--- src/rtl/nexys4_ddr_top.sv ---
// Nexys4-DDR wrapper: reset generator, UART debug master (udm) and a CSR/test-memory bus slave.
// Optional macro NEXYS4_TESTMEM_EN maps a 64x32 test memory at 0x8000_0000.

module udm #(
  parameter int CLKS_PER_BIT = 868
) (
  input  logic        clk,
  input  logic        rst_n,
  input  logic        srst,
  input  logic        rx,
  output logic        tx,
  output logic        req,
  output logic        we,
  output logic [31:0] addr,
  output logic [3:0]  be,
  output logic [31:0] wdata,
  input  logic        ack,
  input  logic        resp,
  input  logic [31:0] rdata
);
  // Frame protocol: cmd (0x01 write / 0x02 read), addr[31:0] MSB first,
  // writes add be byte and wdata MSB first. Reply: status {7'b0,resp}, reads add rdata MSB first.
  localparam logic [15:0] FULL = 16'(CLKS_PER_BIT - 1);
  localparam logic [15:0] HALF = 16'(CLKS_PER_BIT / 2);

  typedef enum logic [2:0] {S_CMD, S_ADDR, S_BE, S_DATA, S_BUS, S_RESP, S_RDATA} state_t;
  state_t st, nxt;

  logic [1:0]  rx_m;
  logic        rx_busy, rx_vld;
  logic [15:0] rx_cnt;
  logic [3:0]  rx_bit;
  logic [7:0]  rx_sh;

  logic        tx_busy, tx_go;
  logic [15:0] tx_cnt;
  logic [3:0]  tx_bit;
  logic [9:0]  tx_sh;
  logic [7:0]  tx_byte;

  logic        we_q, resp_q;
  logic [31:0] addr_q, wdata_q, rdata_q;
  logic [3:0]  be_q;
  logic [1:0]  byte_cnt;

  always_ff @(posedge clk or negedge rst_n) begin
    if (!rst_n) begin
      rx_m <= 2'b11; rx_busy <= 1'b0; rx_vld <= 1'b0;
      rx_cnt <= '0; rx_bit <= '0; rx_sh <= '0;
    end else if (srst) begin
      rx_m <= 2'b11; rx_busy <= 1'b0; rx_vld <= 1'b0;
      rx_cnt <= '0; rx_bit <= '0; rx_sh <= '0;
    end else begin
      rx_m   <= {rx_m[0], rx};
      rx_vld <= 1'b0;
      if (!rx_busy) begin
        if (!rx_m[1]) begin
          rx_busy <= 1'b1; rx_cnt <= HALF; rx_bit <= '0;
        end
      end else if (rx_cnt != '0) begin
        rx_cnt <= rx_cnt - 16'd1;
      end else begin
        rx_cnt <= FULL;
        if (rx_bit == 4'd0) begin
          // a start bit that is high again at mid-bit was a glitch
          if (rx_m[1]) rx_busy <= 1'b0;
          else         rx_bit  <= 4'd1;
        end else if (rx_bit < 4'd9) begin
          rx_sh  <= {rx_m[1], rx_sh[7:1]};
          rx_bit <= rx_bit + 4'd1;
        end else begin
          rx_busy <= 1'b0;
          rx_vld  <= rx_m[1];
        end
      end
    end
  end

  always_ff @(posedge clk or negedge rst_n) begin
    if (!rst_n) begin
      tx_busy <= 1'b0; tx_cnt <= '0; tx_bit <= '0; tx_sh <= '1;
    end else if (srst) begin
      tx_busy <= 1'b0; tx_cnt <= '0; tx_bit <= '0; tx_sh <= '1;
    end else if (tx_go) begin
      tx_sh <= {1'b1, tx_byte, 1'b0}; tx_busy <= 1'b1; tx_cnt <= FULL; tx_bit <= '0;
    end else if (tx_busy) begin
      if (tx_cnt != '0) tx_cnt <= tx_cnt - 16'd1;
      else begin
        tx_cnt <= FULL;
        tx_sh  <= {1'b1, tx_sh[9:1]};
        if (tx_bit == 4'd9) tx_busy <= 1'b0;
        else                tx_bit  <= tx_bit + 4'd1;
      end
    end
  end

  assign tx = tx_sh[0];

  always_ff @(posedge clk or negedge rst_n) begin
    if (!rst_n)    st <= S_CMD;
    else if (srst) st <= S_CMD;
    else           st <= nxt;
  end

  always_comb begin
    nxt = st; req = 1'b0; tx_go = 1'b0; tx_byte = 8'h00;
    case (st)
      S_CMD:   if (rx_vld && (rx_sh == 8'h01 || rx_sh == 8'h02)) nxt = S_ADDR;
      S_ADDR:  if (rx_vld && byte_cnt == 2'd3) nxt = we_q ? S_BE : S_BUS;
      S_BE:    if (rx_vld) nxt = S_DATA;
      S_DATA:  if (rx_vld && byte_cnt == 2'd3) nxt = S_BUS;
      S_BUS: begin
        req = 1'b1;
        if (ack) nxt = S_RESP;
      end
      S_RESP: if (!tx_busy) begin
        tx_go = 1'b1; tx_byte = {7'b0, resp_q};
        nxt = we_q ? S_CMD : S_RDATA;
      end
      S_RDATA: if (!tx_busy) begin
        tx_go = 1'b1; tx_byte = rdata_q[31:24];
        if (byte_cnt == 2'd3) nxt = S_CMD;
      end
      default: nxt = S_CMD;
    endcase
  end

  always_ff @(posedge clk or negedge rst_n) begin
    if (!rst_n) begin
      we_q <= 1'b0; resp_q <= 1'b0; addr_q <= '0; wdata_q <= '0;
      rdata_q <= '0; be_q <= '0; byte_cnt <= '0;
    end else if (srst) begin
      we_q <= 1'b0; resp_q <= 1'b0; addr_q <= '0; wdata_q <= '0;
      rdata_q <= '0; be_q <= '0; byte_cnt <= '0;
    end else begin
      case (st)
        S_CMD: begin
          byte_cnt <= '0;
          be_q     <= 4'hF;
          if (rx_vld) we_q <= (rx_sh == 8'h01);
        end
        S_ADDR: if (rx_vld) begin
          addr_q <= {addr_q[23:0], rx_sh}; byte_cnt <= byte_cnt + 2'd1;
        end
        S_BE:   if (rx_vld) be_q <= rx_sh[3:0];
        S_DATA: if (rx_vld) begin
          wdata_q <= {wdata_q[23:0], rx_sh}; byte_cnt <= byte_cnt + 2'd1;
        end
        S_BUS: if (ack) begin
          resp_q <= resp; rdata_q <= rdata; byte_cnt <= '0;
        end
        S_RDATA: if (!tx_busy) begin
          rdata_q <= {rdata_q[23:0], 8'h00}; byte_cnt <= byte_cnt + 2'd1;
        end
        default: ;
      endcase
    end
  end

  assign we    = we_q;
  assign addr  = addr_q;
  assign be    = be_q;
  assign wdata = wdata_q;
endmodule

module nexys4_ddr_top #(
  parameter     SIM      = "NO",
  parameter int BAUD_DIV = 868
) (
  input  logic        CLK100MHZ,
  input  logic        CPU_RESETN,
  input  logic [15:0] SW,
  output logic [15:0] LED,
  input  logic        UART_TXD_IN,
  output logic        UART_RXD_OUT
);
  localparam int STRETCH = (SIM == "YES") ? 16 : 1024;

  logic [1:0]  rst_sync;
  logic [10:0] rst_cnt;
  logic        srst;

  // srst asserts asynchronously, releases after sync + stretch
  always_ff @(posedge CLK100MHZ or negedge CPU_RESETN) begin
    if (!CPU_RESETN) begin
      rst_sync <= '0; rst_cnt <= '0; srst <= 1'b1;
    end else begin
      rst_sync <= {rst_sync[0], 1'b1};
      if (rst_sync[1] && srst) begin
        if (rst_cnt == 11'(STRETCH - 1)) srst    <= 1'b0;
        else                             rst_cnt <= rst_cnt + 11'd1;
      end
    end
  end

  logic [15:0] sw_m, sw_s;
  always_ff @(posedge CLK100MHZ or negedge CPU_RESETN) begin
    if (!CPU_RESETN)  begin sw_m <= '0; sw_s <= '0; end
    else if (srst)    begin sw_m <= '0; sw_s <= '0; end
    else              begin sw_m <= SW; sw_s <= sw_m; end
  end

  logic        req, we, ack, resp;
  logic [31:0] addr, wdata, rdata;
  logic [3:0]  be;

  udm #(.CLKS_PER_BIT(BAUD_DIV)) udm (
    .clk(CLK100MHZ), .rst_n(CPU_RESETN), .srst(srst),
    .rx(UART_TXD_IN), .tx(UART_RXD_OUT),
    .req(req), .we(we), .addr(addr), .be(be), .wdata(wdata),
    .ack(ack), .resp(resp), .rdata(rdata)
  );

  logic [31:0] led_csr, scratch, csr_rd, rd_csr;
  logic        sel_led, sel_sw, sel_scr, sel_mem, mem_hit, acc, wr;
  logic        unused_addr;
  assign unused_addr = ^addr[1:0];

  // acc: first cycle of a request; wr: commit writes in the ack cycle
  assign acc = req & ~ack;
  assign wr  = req & ack & we;

  always_comb begin
    sel_led = (addr[31:2] == 30'd0);
    sel_sw  = (addr[31:2] == 30'd1);
    sel_scr = (addr[31:2] == 30'd2);
`ifdef NEXYS4_TESTMEM_EN
    sel_mem = (addr[31:8] == 24'h80_0000);
`else
    sel_mem = 1'b0;
`endif
    csr_rd = '0;
    if (sel_led) csr_rd = led_csr;
    if (sel_sw)  csr_rd = {16'h0, sw_s};
    if (sel_scr) csr_rd = scratch;
  end

  function automatic logic [31:0] bmerge(input logic [31:0] old, input logic [31:0] nw,
                                         input logic [3:0] en);
    logic [31:0] r;
    r = old;
    for (int i = 0; i < 4; i++) if (en[i]) r[8*i +: 8] = nw[8*i +: 8];
    return r;
  endfunction

  always_ff @(posedge CLK100MHZ or negedge CPU_RESETN) begin
    if (!CPU_RESETN) begin
      ack <= 1'b0; resp <= 1'b0; rd_csr <= '0; mem_hit <= 1'b0;
      led_csr <= '0; scratch <= '0;
    end else if (srst) begin
      ack <= 1'b0; resp <= 1'b0; rd_csr <= '0; mem_hit <= 1'b0;
      led_csr <= '0; scratch <= '0;
    end else begin
      ack <= acc;
      if (acc) begin
        resp    <= ~(sel_led | sel_sw | sel_scr | sel_mem);
        rd_csr  <= csr_rd;
        mem_hit <= sel_mem;
      end
      if (wr && sel_led) led_csr <= bmerge(led_csr, wdata, be);
      if (wr && sel_scr) scratch <= bmerge(scratch, wdata, be);
    end
  end

`ifdef NEXYS4_TESTMEM_EN
  logic [31:0] mem [64];
  logic [31:0] mem_q;

  // contents survive reset; only the write strobe is gated by srst
  always_ff @(posedge CLK100MHZ) begin
    if (wr && sel_mem && !srst)
      for (int i = 0; i < 4; i++)
        if (be[i]) mem[addr[7:2]][8*i +: 8] <= wdata[8*i +: 8];
    mem_q <= mem[addr[7:2]];
  end

  assign rdata = mem_hit ? mem_q : rd_csr;
`else
  assign rdata = mem_hit ? 32'h0 : rd_csr;
`endif

  assign LED = led_csr[15:0];
endmodule

--- config.mk ---
export PLATFORM = sky130hd
export DESIGN_NAME = nexys4_ddr_top
export DESIGN_NICKNAME = d
export VERILOG_FILES = /design/src/rtl/nexys4_ddr_top.sv
export SDC_FILE = /design/constraint.sdc
export NUM_CORES = 1
export LEC_CHECK = 0
export ABC_AREA = 1
export CAP_MARGIN = 20
export CORE_UTILIZATION = 69
export DETAILED_ROUTE_END_ITERATION = 8
export DONT_BUFFER_PORTS = 1
export PLACE_DENSITY = 0.88
export SLEW_MARGIN = 20
export SYNTH_ARGS = -nofsm -noshare
export SYNTH_HDL_FRONTEND = slang
export SYNTH_HIERARCHICAL = 1
export SYNTH_SLANG_ARGS = --single-unit
--- constraint.sdc ---
create_clock -name CLK100MHZ -period 2.9 [get_ports CLK100MHZ]
set_clock_uncertainty 0.2 [all_clocks]
set_input_delay 0 -clock CLK100MHZ [delete_from_list [all_inputs] [get_ports CLK100MHZ]]
set_output_delay 0 -clock CLK100MHZ [all_outputs]
set_load 0.01 [all_outputs]
==> metrics <==
top-count cell post-synth nand2_1; violated checks hold timing; Mapped Area 15170 sq um; WP data required 3.10 ns; post-DP HPWL 22490 um; TritonCTS clock tree done; Worst Max-Slew Pin Slew 0.9286 ns; post-synth top area cell dfrtp_1; period utilization 93.98%; H-tree Lvls 2; DIE WIDTH 150.3 um; max cap viols 0; deepest clock path buffer count 3; io pins 36; cells after synthesis 1910; Net Count, Synth 1937; unique cell type count in the Yosys netlist 49; setup TNS 0 ns; cts hold-fix bufs 34; Gate power share 0.8%; Clock Latency Late Sink 0.52 ns; Residual DRC 0; root buffer cell clkbuf_16; switch share 20.70%; hold slack -1.011 ns; sequential power share 50.9%; Via-to-Cell Ratio 5.937; vias in the first global route 12910; Pleak 8.441 nW; vias post-DR 13090; all-layer global routing usage 35.40%; Final Wtd Congestion 0.8677; initial antenna violation count 0; post-synthesis sequential area ratio 51.74%; synth cell count leaders 536 x nand2_1, 301 x dfrtp_1, 235 x inv_1; Initial DRC Count 1342; maximum vdd ir drop 0.5780 mV; final setup fails 0; unrepaired setup endpoints after global routing no; Slew Limit Fails 0; Fillers 1345; DIE HEIGHT 150.3 um; Final Hold Vio Count 313; Area Growth Syn to Fin 8.762%; postcts setup bufs 0; Crit. End Element flip-flop; DP Worst Slack 0.4086 ns; share of cells above drive strength 1 7.154%; gr ovfl total 0; Critical Path Start udm/st[2]; first-pass GRT wire length 62520 um; type of the worst setup path flip-flop to flip-flop; P_sw 1.791 mW; Clock Power Share 48.3%; final net count 1932; number of flops mapped to enable cells by yosys 0; Synth top area share 49.67%; Worst Reg2Reg Path Length in Cells 9; Final min period 2.726 ns; pin count of the biggest net entering global routing 314; post-route antenna net violation count 0; PnR worst setup slack 0.1745 ns; Routed WL 38400 um; internal power 6.861 mW; status complete, but fails checks; YS warnings 6; r2r startpoint udm/st[2]; Avg Cell Area, Syn 7.940 sq um; worst-path fanout max 36; Port Buffers 0; CTS buffer count 34; Achievable Freq 0.3669 GHz; CORE AREA 21290 sq um; clk slew on worst S/H paths 0.06 ns; drt pass-1 iters 7; Critical Path Source Type flip-flop; Worst EP arrival 2.93 ns; Slew HR 38.09%; routed len/inst 17.42 um; initial core utilization 71.25%; top post-synthesis cells by area dfrtp_1 50%, nand2_1 13%, nand3_1 5.9%, inv_1 5.8%, nor2_1 5.3%; pwr dens 524.5 nW/um^2; worst min-delay path class input pin to async pin; Num Clock Sinks 313; die area 22580 sq um; asr flop ratio synth 100.0%; Post-CTS Resized 0; # rows 53; Main synth FF type dfrtp_1; #FFs+latches synth 313; Diodes inserted 0
[cell type report]
| class | instances | area (sq um) | area share (%) |
|---|---|---|---|
| Sequential cell | 313 | 7851 | 47.60 |
| Multi-Input combinational cell | 1260 | 5826 | 35.32 |
| Clock buffer | 50 | 970.9 | 5.886 |
| Inverter | 241 | 904.6 | 5.484 |
| Timing Repair Buffer | 55 | 498.0 | 3.019 |
| Tap cell | 275 | 344.1 | 2.086 |
| Clock inverter | 10 | 100.1 | 0.6068 |
[critical path, stage by stage (launching register included)]
cell	delay, ns
dfrtp_1	0.55
inv_2	0.13
nor3_4	0.24
nand2_1	0.08
nor2_1	0.35
nand3_2	0.15
nand2_4	0.36
nand2_2	0.27
nand2_1	0.18
nand2_1	0.09
[routing by layer]
| layer | wire length [um] | GRT usage (%) | vias up | part of all wire (%) |
|---|---|---|---|---|
| met1 | 14750 | 44.32 | 6219 | 38 |
| met2 | 18540 | 58.73 | 712 | 48 |
| li1 | - | - | 5977 | - |
| met3 | 3298 | 6.667 | 177 | 8.6 |
| met5 | 0 | 0 | - | 0 |
| met4 | 1810 | 18.69 | 0 | 4.7 |
[registers in the layout (all words and copies together) (netlist names), 3 cells and up]
register and cells:
udm/addr 32, udm/st 3, rst_cnt 11, udm/tx_sh 9, udm/be 4, scratch 32
udm/tx_bit 4, led_csr 32, sw_s 16, udm/rdata_q 32, udm/tx_cnt 16, udm/wdata 32
udm/rx_sh 8, sw_m 16, udm/rx_cnt 16, rd_csr 32, udm/rx_bit 4
[cell families after synthesis]
family	count (synthesis)	synth area share, %
AND/OR/NAND/NOR	998	27.64
buffers and inverters	337	9.867
flip-flops	313	51.74
AO/OA/AOI/OAI	229	8.646
XOR/XNOR	22	1.271
adder cells (fa/ha/maj)	8	0.6600
multiplexers	2	0.1485
other	1	0.02473
[stage by stage]
step	util [%]	instances	cell area (sq um)	power (mW)
after floorplan	-	1910	15170	4.498
after detailed placement	70.86	2110	15080	4.504
final	77.49	2204	16490	8.651
after global routing	77.49	2204	16490	8.848
after global placement	70.86	2110	15080	4.500
after CTS	77.49	2204	16490	8.657
[layout by cell type (no fill, tap or decap), types with 9 or more instances in the layout]
cell and n:
a21boi_0 9, a21oi_1 27, buf_4 21, clkbuf_1 10, clkbuf_16 34, dfrtp_1 301
dfstp_2 11, dlygate4sd3_1 34, inv_1 235, nand2_1 536, nand2_2 15, nand3_1 180
nor2_1 215, nor2_2 9, nor3_1 12, o21ai_0 101, o21ai_1 17, o22ai_1 44
xor2_1 15
[final timing paths]
path                                to  slack, ns
max reg2reg                 led_csr[8]       0.17
max                         led_csr[8]       0.17
max in group asynchronous  scratch[10]       2.99
min                         rst_cnt[3]      -1.01
min reg2reg                rst_sync[1]       0.16
min in group CLK100MHZ     rst_sync[1]       0.16
[power by group through the flow]
stage / Clock [mW] / Combinational (mW) / Sequential, mW
2_1_floorplan: 0 / 0.0186 / 4.48
3_3_place_gp: 0 / 0.0209 / 4.48
3_5_place_dp: 0 / 0.0227 / 4.48
4_1_cts: 4.20 / 0.0590 / 4.40
5_1_grt: 4.37 / 0.0734 / 4.40
6_report: 4.18 / 0.0683 / 4.41
No activity file was read; power rests on OpenSTA's default activity.
